### config.mk
export PLATFORM = sky130hd
export DESIGN_NAME = lampfpu_sqrt_rnd
export DESIGN_NICKNAME = d
export VERILOG_FILES = /design/src/rtl/lampfpu_sqrt_rnd_pkg.sv /design/src/rtl/lampfpu_sqrt_rnd.sv
export SDC_FILE = /design/constraint.sdc
export NUM_CORES = 1
export LEC_CHECK = 0
export CAP_MARGIN = 20
export CORE_ASPECT_RATIO = 1.1
export CORE_MARGIN = 3
export CORE_UTILIZATION = 30
export CTS_BUF_LIST = sky130_fd_sc_hd__clkbuf_16
export CTS_CLUSTER_DIAMETER = 80
export DETAILED_ROUTE_END_ITERATION = 6
export PLACE_DENSITY = 0.53
export SLEW_MARGIN = 40
export SYNTH_ARGS = -nofsm -noshare
export SYNTH_HDL_FRONTEND = slang
export SYNTH_SLANG_ARGS = --single-unit
### constraint.sdc
create_clock -name clk -period 7.9 [get_ports clk]
set_clock_uncertainty 0.2 [all_clocks]
set_input_delay 1.58 -clock clk [delete_from_list [all_inputs] [get_ports clk]]
set_output_delay 1.58 -clock clk [all_outputs]
set_load 0.005 [all_outputs]
### src/rtl/lampfpu_sqrt_rnd_pkg.sv
// Shared widths, flag positions, S1->S2 stage record and the RNE helper
// for the sqrt/inv-sqrt round-and-pack stage.
package lampfpu_sqrt_rnd_pkg;

  localparam int LAMP_FLOAT_E_DW = 8;
  localparam int LAMP_FLOAT_F_DW = 7;
  localparam int LAMP_FLOAT_DW   = 1 + LAMP_FLOAT_E_DW + LAMP_FLOAT_F_DW;

  localparam int FLAG_OF_IDX = 2;
  localparam int FLAG_UF_IDX = 1;
  localparam int FLAG_NX_IDX = 0;

  // Everything S2 needs once the rounding decision is made
  typedef struct packed {
    logic                       s;
    logic [LAMP_FLOAT_E_DW-1:0] e;
    logic [LAMP_FLOAT_F_DW:0]   m;     // {hidden, frac}
    logic                       inc;
    logic                       nx;
    logic                       of;
    logic                       uf;
    logic                       toRnd;
  } rndStage_t;

  // Round-to-nearest-even: bump on G unless it is an exact tie on an even lsb
  function automatic logic FUNC_rndRNE(input logic lsb, input logic g, input logic stk);
    return g & (stk | lsb);
  endfunction

endpackage

### src/rtl/lampfpu_sqrt_rnd.sv
// Round-and-pack stage behind the lampFPU sqrt / inverse-sqrt unit.
// S1 decides the rounding increment and inexact flag, S2 applies it,
// resolves carry-out / exponent overflow and packs the result.
// Optional feature macro: LAMP_FPU_FLAGS_EN (sticky accumulated flags).
module lampfpu_sqrt_rnd
  import lampfpu_sqrt_rnd_pkg::*;
(
  input  logic                       clk,
  input  logic                       rst,
  input  logic                       valid_i,
  output logic                       ready_o,
  input  logic                       s_i,
  input  logic [LAMP_FLOAT_E_DW-1:0] e_i,
  input  logic [LAMP_FLOAT_F_DW+4:0] f_i,
  input  logic                       isToRound_i,
  input  logic                       isOverflow_i,
  input  logic                       isUnderflow_i,
  output logic                       valid_o,
  input  logic                       ready_i,
  output logic [LAMP_FLOAT_DW-1:0]   res_o,
  output logic [2:0]                 flags_o,
  input  logic                       clr_flags_i,
  output logic [2:0]                 fflags_o
);

  localparam int E = LAMP_FLOAT_E_DW;
  localparam int F = LAMP_FLOAT_F_DW;

  logic                 s1_v_q, s1_v_d, s2_v_q, s2_v_d;
  rndStage_t            s1_q, s1_d;
  logic [LAMP_FLOAT_DW-1:0] s2_res_q, s2_res_d;
  logic [2:0]           s2_flags_q, s2_flags_d;
  logic                 s1_en, s2_en;

  logic [F+1:0]         m_sum;
  logic [E:0]           e_sum;
  logic [F-1:0]         frac;
  logic [LAMP_FLOAT_DW-1:0] res;
  logic [2:0]           flags;

  // Handshake enables and S1 rounding decision
  always_comb begin
    s2_en  = ~s2_v_q | ready_i;
    s1_en  = ~s1_v_q | s2_en;
    s1_v_d = s1_en ? valid_i : s1_v_q;
    s2_v_d = s2_en ? s1_v_q : s2_v_q;
    s1_d   = s1_q;
    if (s1_en && valid_i) begin
      s1_d.s     = s_i;
      s1_d.e     = e_i;
      s1_d.m     = f_i[F+4:4];
      s1_d.inc   = isToRound_i & FUNC_rndRNE(f_i[4], f_i[3], |f_i[2:0]);
      s1_d.nx    = isToRound_i & (f_i[3] | (|f_i[2:0]));
      s1_d.of    = isOverflow_i;
      s1_d.uf    = isUnderflow_i;
      s1_d.toRnd = isToRound_i;
    end
  end

  // S2: apply increment, fold mantissa carry into exponent, saturate to Inf
  always_comb begin
    m_sum = {1'b0, s1_q.m} + {{(F+1){1'b0}}, s1_q.inc};
    e_sum = {1'b0, s1_q.e} + {{E{1'b0}}, m_sum[F+1]};
    frac  = m_sum[F+1] ? '0 : m_sum[F-1:0];
    flags = '0;
    if (s1_q.toRnd) begin
      if (e_sum >= {1'b0, {E{1'b1}}}) begin
        res                = {s1_q.s, {E{1'b1}}, {F{1'b0}}};
        flags[FLAG_OF_IDX] = 1'b1;
        flags[FLAG_NX_IDX] = 1'b1;
      end else begin
        res                = {s1_q.s, e_sum[E-1:0], frac};
        flags[FLAG_OF_IDX] = s1_q.of;
        flags[FLAG_NX_IDX] = s1_q.nx;
      end
      flags[FLAG_UF_IDX] = s1_q.uf & flags[FLAG_NX_IDX];
    end else begin
      // NaN / Inf / zero travel through untouched and raise nothing
      res = {s1_q.s, s1_q.e, s1_q.m[F-1:0]};
    end
    s2_res_d   = (s2_en && s1_v_q) ? res   : s2_res_q;
    s2_flags_d = (s2_en && s1_v_q) ? flags : s2_flags_q;
  end

  // Pipeline state; reset discards anything in flight
  always_ff @(posedge clk or negedge rst) begin
    if (!rst) begin
      s1_v_q     <= 1'b0;
      s2_v_q     <= 1'b0;
      s1_q       <= '0;
      s2_res_q   <= '0;
      s2_flags_q <= '0;
    end else begin
      s1_v_q     <= s1_v_d;
      s2_v_q     <= s2_v_d;
      s1_q       <= s1_d;
      s2_res_q   <= s2_res_d;
      s2_flags_q <= s2_flags_d;
    end
  end

  assign ready_o = s1_en;
  assign valid_o = s2_v_q;
  assign res_o   = s2_res_q;
  assign flags_o = s2_flags_q;

`ifdef LAMP_FPU_FLAGS_EN
  logic [2:0] fflags_q, fflags_d;

  // Sticky flags: a coinciding clear keeps only the flags of that transfer
  always_comb begin
    fflags_d = clr_flags_i ? 3'b000 : fflags_q;
    if (valid_o && ready_i) fflags_d = fflags_d | flags_o;
  end

  // Sticky flag register
  always_ff @(posedge clk or negedge rst) begin
    if (!rst) fflags_q <= '0;
    else      fflags_q <= fflags_d;
  end

  assign fflags_o = fflags_q;
`else
  logic unused_clr;
  assign unused_clr = clr_flags_i;
  assign fflags_o   = 3'b000;
`endif

endmodule

# Yosys cells after proc, flatten, opt, wreduce, memory -nomap -nowiden
# Index checks and enable logic that the tools add are counted.
# word_totals
word_cells	35
regBits	43
out_inout_bits	24
in_bits	29
# op_classes
mux	7
n_bitwise	10
n_reduce_logical	3
magnitude_cmp	1
n_addsub	2
# op_table
op	n
$mux W15	2
$add A8 B1 Y9	2
$ge A9 B8 Y1 const B	1
$mux W7	1
$and A1 B1 Y1	4
$or A1 B1 Y1	4
$mux W1	3
$mux W3	1
$reduce_or A3 Y1	1
$logic_and A1 B1 Y1	2
$not A1 Y1	2

# Logic depth before layout (Yosys ltp)
# logic_depth
depth_word	7
depth_mapped	13

# Worst setup path after synthesis
# OpenSTA, ideal clock, no wires.
# synth_timing
path_type	input to output
startpoint	input port ready_i
endpoint	output port ready_o
stages	1
n_path_buf	0
setup_slack_ns	4.361
required_time_ns	6.120
arrival_ns	1.759
path_cell_list	nand3b_1
# synth_via
elab_chain_cells	2
# synth_lines
element	line	rtl
start: declaration	lampfpu_sqrt_rnd.sv:19	input logic ready_i,
$or A1 B1 Y1	lampfpu_sqrt_rnd.sv:43	s2_en = ~s2_v_q | ready_i;
$or A1 B1 Y1	lampfpu_sqrt_rnd.sv:44	s1_en = ~s1_v_q | s2_en;
end: declaration	lampfpu_sqrt_rnd.sv:11	output logic ready_o,
# Every way passes these cells.

# Worst setup path in the final report
# Same ends and word-level chain as after synthesis.

==> impl_metrics.xml <==
<?xml version="1.0" encoding="UTF-8"?>
<metrics>
  <group name="outcome">
    <metric name="status" unit="">completed</metric>
  </group>
  <group name="timing">
    <metric name="final_hold_viol_count" unit="">0</metric>
    <metric name="final_setup_violation_count" unit="">0</metric>
    <metric name="post-route-worst-setup-slack" unit="ns">3.399</metric>
    <metric name="relSlewSlack" unit="%">49.15</metric>
    <metric name="final.min_clock_period" unit="ns">4.501</metric>
    <metric name="unrepaired_setup_endpoints_after_global_routing" unit="">false</metric>
    <metric name="worstMarginPinSlew" unit="ns">0.7627</metric>
    <metric name="final.period_utilization" unit="%">56.97</metric>
    <metric name="setup_tns" unit="ns">0</metric>
    <metric name="maxSlewViolCount" unit="">0</metric>
    <metric name="max_freq" unit="MHz">222.2</metric>
  </group>
  <group name="finish">
    <metric name="area_delta_synth_final" unit="%">30.78</metric>
    <metric name="final_common_cell" unit="">clkdlybuf4s50_1</metric>
    <metric name="antennaDiodeCount" unit="">0</metric>
    <metric name="final_nets" unit="">279</metric>
    <metric name="mostFrequentLayoutCells" unit="">clkdlybuf4s50_1, dfrtp_1, nand2_1</metric>
    <metric name="fillCellCount" unit="">674</metric>
    <metric name="drive_above_1_share" unit="%">15.04</metric>
  </group>
  <group name="clock_tree">
    <metric name="cts-resized-gates" unit="">0</metric>
    <metric name="hold_buffers" unit="">0</metric>
    <metric name="post-cts-setup-buffer-count" unit="">0</metric>
    <metric name="numCtsBuffers" unit="">5</metric>
    <metric name="root_buffer" unit="">clkbuf_16</metric>
    <metric name="clock_sinks" unit="">43</metric>
    <metric name="insertion_delay" unit="ns">0.28</metric>
    <metric name="clk_path_buf_depth" unit="">2</metric>
    <metric name="clk_transition_reported_paths" unit="ns">0.05</metric>
    <metric name="tritoncts" unit="">yes</metric>
    <metric name="clock_tree.htree_level_count" unit="">2</metric>
  </group>
  <group name="pwr">
    <metric name="p_per_area" unit="nW/um^2">236.7</metric>
    <metric name="power.internal" unit="W">0.0004977</metric>
    <metric name="irDropWorstVdd" unit="mV">0.08607</metric>
    <metric name="pwr-share-seq" unit="%">44.6</metric>
    <metric name="share_comb_of_total_power" unit="%">21.5</metric>
    <metric name="power.switching" unit="W">0.0001705</metric>
    <metric name="switching_share" unit="%">25.51</metric>
    <metric name="power.leakage" unit="nW">1.170</metric>
    <metric name="power.share.clock" unit="%">33.9</metric>
    <metric name="power" unit="W">0.0006682</metric>
  </group>
  <group name="worst_setup_path">
    <metric name="arrival" unit="ns">2.72</metric>
    <metric name="worst_setup_path_start_kind" unit="">input port</metric>
    <metric name="crit_required" unit="ns">6.12</metric>
    <metric name="cp-end-kind" unit="">output port</metric>
    <metric name="setup.worst_path.class" unit="">in2out</metric>
    <metric name="crit_path_max_fanout" unit="">3</metric>
  </group>
  <group name="floorplanning">
    <metric name="start_util" unit="%">31.80</metric>
    <metric name="floorplan.io_pins" unit="">53</metric>
    <metric name="die_h" unit="um">94.96</metric>
    <metric name="core_region" unit="um^2">6788</metric>
    <metric name="fp.dieArea" unit="um^2">8249</metric>
    <metric name="rows" unit="">31</metric>
    <metric name="die_extent_in_x" unit="um">86.87</metric>
  </group>
  <group name="global_route">
    <metric name="first_global_vias" unit="">1544</metric>
    <metric name="overall_routing_resource_usage" unit="%">12.08</metric>
    <metric name="globalRouteOverflowTotal" unit="">0</metric>
    <metric name="grt_antenna_before_repair" unit="">0</metric>
    <metric name="first_pass_grt_wire_length" unit="um">7714</metric>
    <metric name="grt_start_max_net_pins" unit="">44</metric>
  </group>
  <group name="synth">
    <metric name="yosys.cell_types.count" unit="">43</metric>
    <metric name="synth_edf_count" unit="">0</metric>
    <metric name="synth_seq_area_share" unit="%">49.86</metric>
    <metric name="syn_inst" unit="">200</metric>
    <metric name="ys_warn_count" unit="">0</metric>
    <metric name="synth-seq-cells" unit="">43</metric>
    <metric name="avgSynthCellArea" unit="um^2">10.79</metric>
    <metric name="synth-main-ff-cell" unit="">dfrtp_1</metric>
    <metric name="share_of_synthesized_registers_carrying_an_async_set_or_reset" unit="%">100.0</metric>
    <metric name="syn-cell-area" unit="um^2">2158</metric>
  </group>
  <group name="placement">
    <metric name="globalplace.congestion" unit="">0.7894</metric>
    <metric name="dp.final_hpwl" unit="um">3374</metric>
    <metric name="dp_slack" unit="ns">3.397</metric>
    <metric name="port_buffers" unit="">48</metric>
  </group>
  <group name="worst_hold_path">
    <metric name="holdCritPathClass" unit="">reg2reg</metric>
  </group>
  <group name="detailed_routing">
    <metric name="dr.first_iter.drc_count" unit="">61</metric>
    <metric name="wire_per_inst" unit="um">14.19</metric>
    <metric name="drt_drc_violations_left" unit="">0</metric>
    <metric name="drt_antenna_net_count" unit="">0</metric>
    <metric name="viasPerCell" unit="">4.945</metric>
    <metric name="detail_route.wirelength" unit="um">4653</metric>
    <metric name="route.vias.total" unit="">1622</metric>
    <metric name="detail_route.first_pass.iterations" unit="">3</metric>
  </group>
  <group name="flow_run">
    <metric name="cap_viol_max_count" unit="">0</metric>
  </group>
</metrics>
[critical path, stage by stage]
cell,delay (ns)
clkdlybuf4s50_1,0.46
nand3b_1,0.16
clkdlybuf4s50_1,0.52
[flip-flops by register name, indices dropped and copies added (netlist names)]
signal and flops:
s1_v_q 1, res_o 16, s1_q 22, valid_o 1, flags_o 3
[cells by family (layout without fill, tap and decap cells)]
group,after synthesis,count (layout),share of synthesized area [%]
XOR/XNOR,4,4,1.623
AND/OR/NAND/NOR,71,71,17.39
AO/OA/AOI/OAI,41,41,12.17
buffers and inverters,13,57,4.464
adder cells (fa/ha/maj),5,5,2.899
other,1,3,0.1737
multiplexers,22,22,11.42
flip-flops,43,43,49.85
[synth_stat cells, types with 2 or more instances]
cell | number | area, um^2
dfrtp_1 | 43 | 1076
nand2_1 | 27 | 101.4
mux2_2 | 21 | 236.5
o21ai_0 | 16 | 80.08
nand3_1 | 9 | 45.04
a21oi_1 | 7 | 35.03
nand2b_1 | 6 | 37.54
and3_1 | 5 | 31.28
ha_1 | 5 | 62.56
nor3b_1 | 5 | 37.54
buf_4 | 4 | 30.03
buf_6 | 4 | 45.04
nor2_1 | 4 | 15.01
a31oi_1 | 3 | 18.77
nand4_1 | 3 | 18.77
o21ai_1 | 3 | 15.01
xnor2_1 | 3 | 26.28
a21o_1 | 2 | 15.01
buf_2 | 2 | 10.01
clkbuf_1 | 2 | 7.510
nand3b_1 | 2 | 15.01
nor3_1 | 2 | 10.01
o22ai_1 | 2 | 12.51
[final timing paths]
path / slack, ns / end / from / cells past startpoint
worst max-delay path: 3.40 / ready_o / ready_i / 3
worst min register to register: 0.28 / res_o[14]$_DFFE_PN0P_ / res_o[14]$_DFFE_PN0P_ / 2
min in group asynchronous: 1.08 / s1_q[17]$_DFFE_PN0P_ / rst / 1
worst min-delay path: 0.28 / res_o[14]$_DFFE_PN0P_ / res_o[14]$_DFFE_PN0P_ / 2
max in group asynchronous: 6.05 / res_o[5]$_DFFE_PN0P_ / rst / 1
worst max register to register: 4.52 / res_o[8]$_DFFE_PN0P_ / s1_q[4]$_DFFE_PN0P_ / 12
[stage by stage]
stage          instances  util (%)  hold slack, ns  area, um^2
2_1_floorplan        202         -          0.2331        2166
6_report             328     41.59          0.2772        2823
3_3_place_gp         320     39.06          0.2477        2651
4_1_cts              328     41.59          0.2817        2823
5_1_grt              328     41.59          0.3053        2823
3_5_place_dp         320     39.17          0.2674        2659
[area by class of cell]
type,count,area (um^2),area share [%]
Tap cell,82,102.6,3.635
Inverter,1,3.754,0.1330
Clock buffer,5,125.1,4.433
Clock inverter,3,38.79,1.374
Sequential cell,43,1076,38.12
Multi-Input combinational cell,146,998.5,35.37
Timing Repair Buffer,48,478.0,16.93
[power groups by stage]
stage               sequential, W  combinational (W)  clock [W]
CTS                      0.000299           0.000147   0.000234
detailed placement       0.000302           0.000147          0
floorplan                0.000291          0.0000762          0
global placement         0.000302           0.000144          0
global route             0.000305           0.000161   0.000244
finish                   0.000298           0.000144   0.000227
[per-layer routing]
metal | up-vias | part of all wire, % | global-route usage, %
met3 | 6 | 5.2 | 3.141
li1 | 806 | - | -
met1 | 774 | 50 | 16.59
met2 | 36 | 44 | 18.10
met5 | - | 0 | 0
met4 | 0 | 1.1 | 4.675
Note: power is estimated with default switching activity, not from simulation.
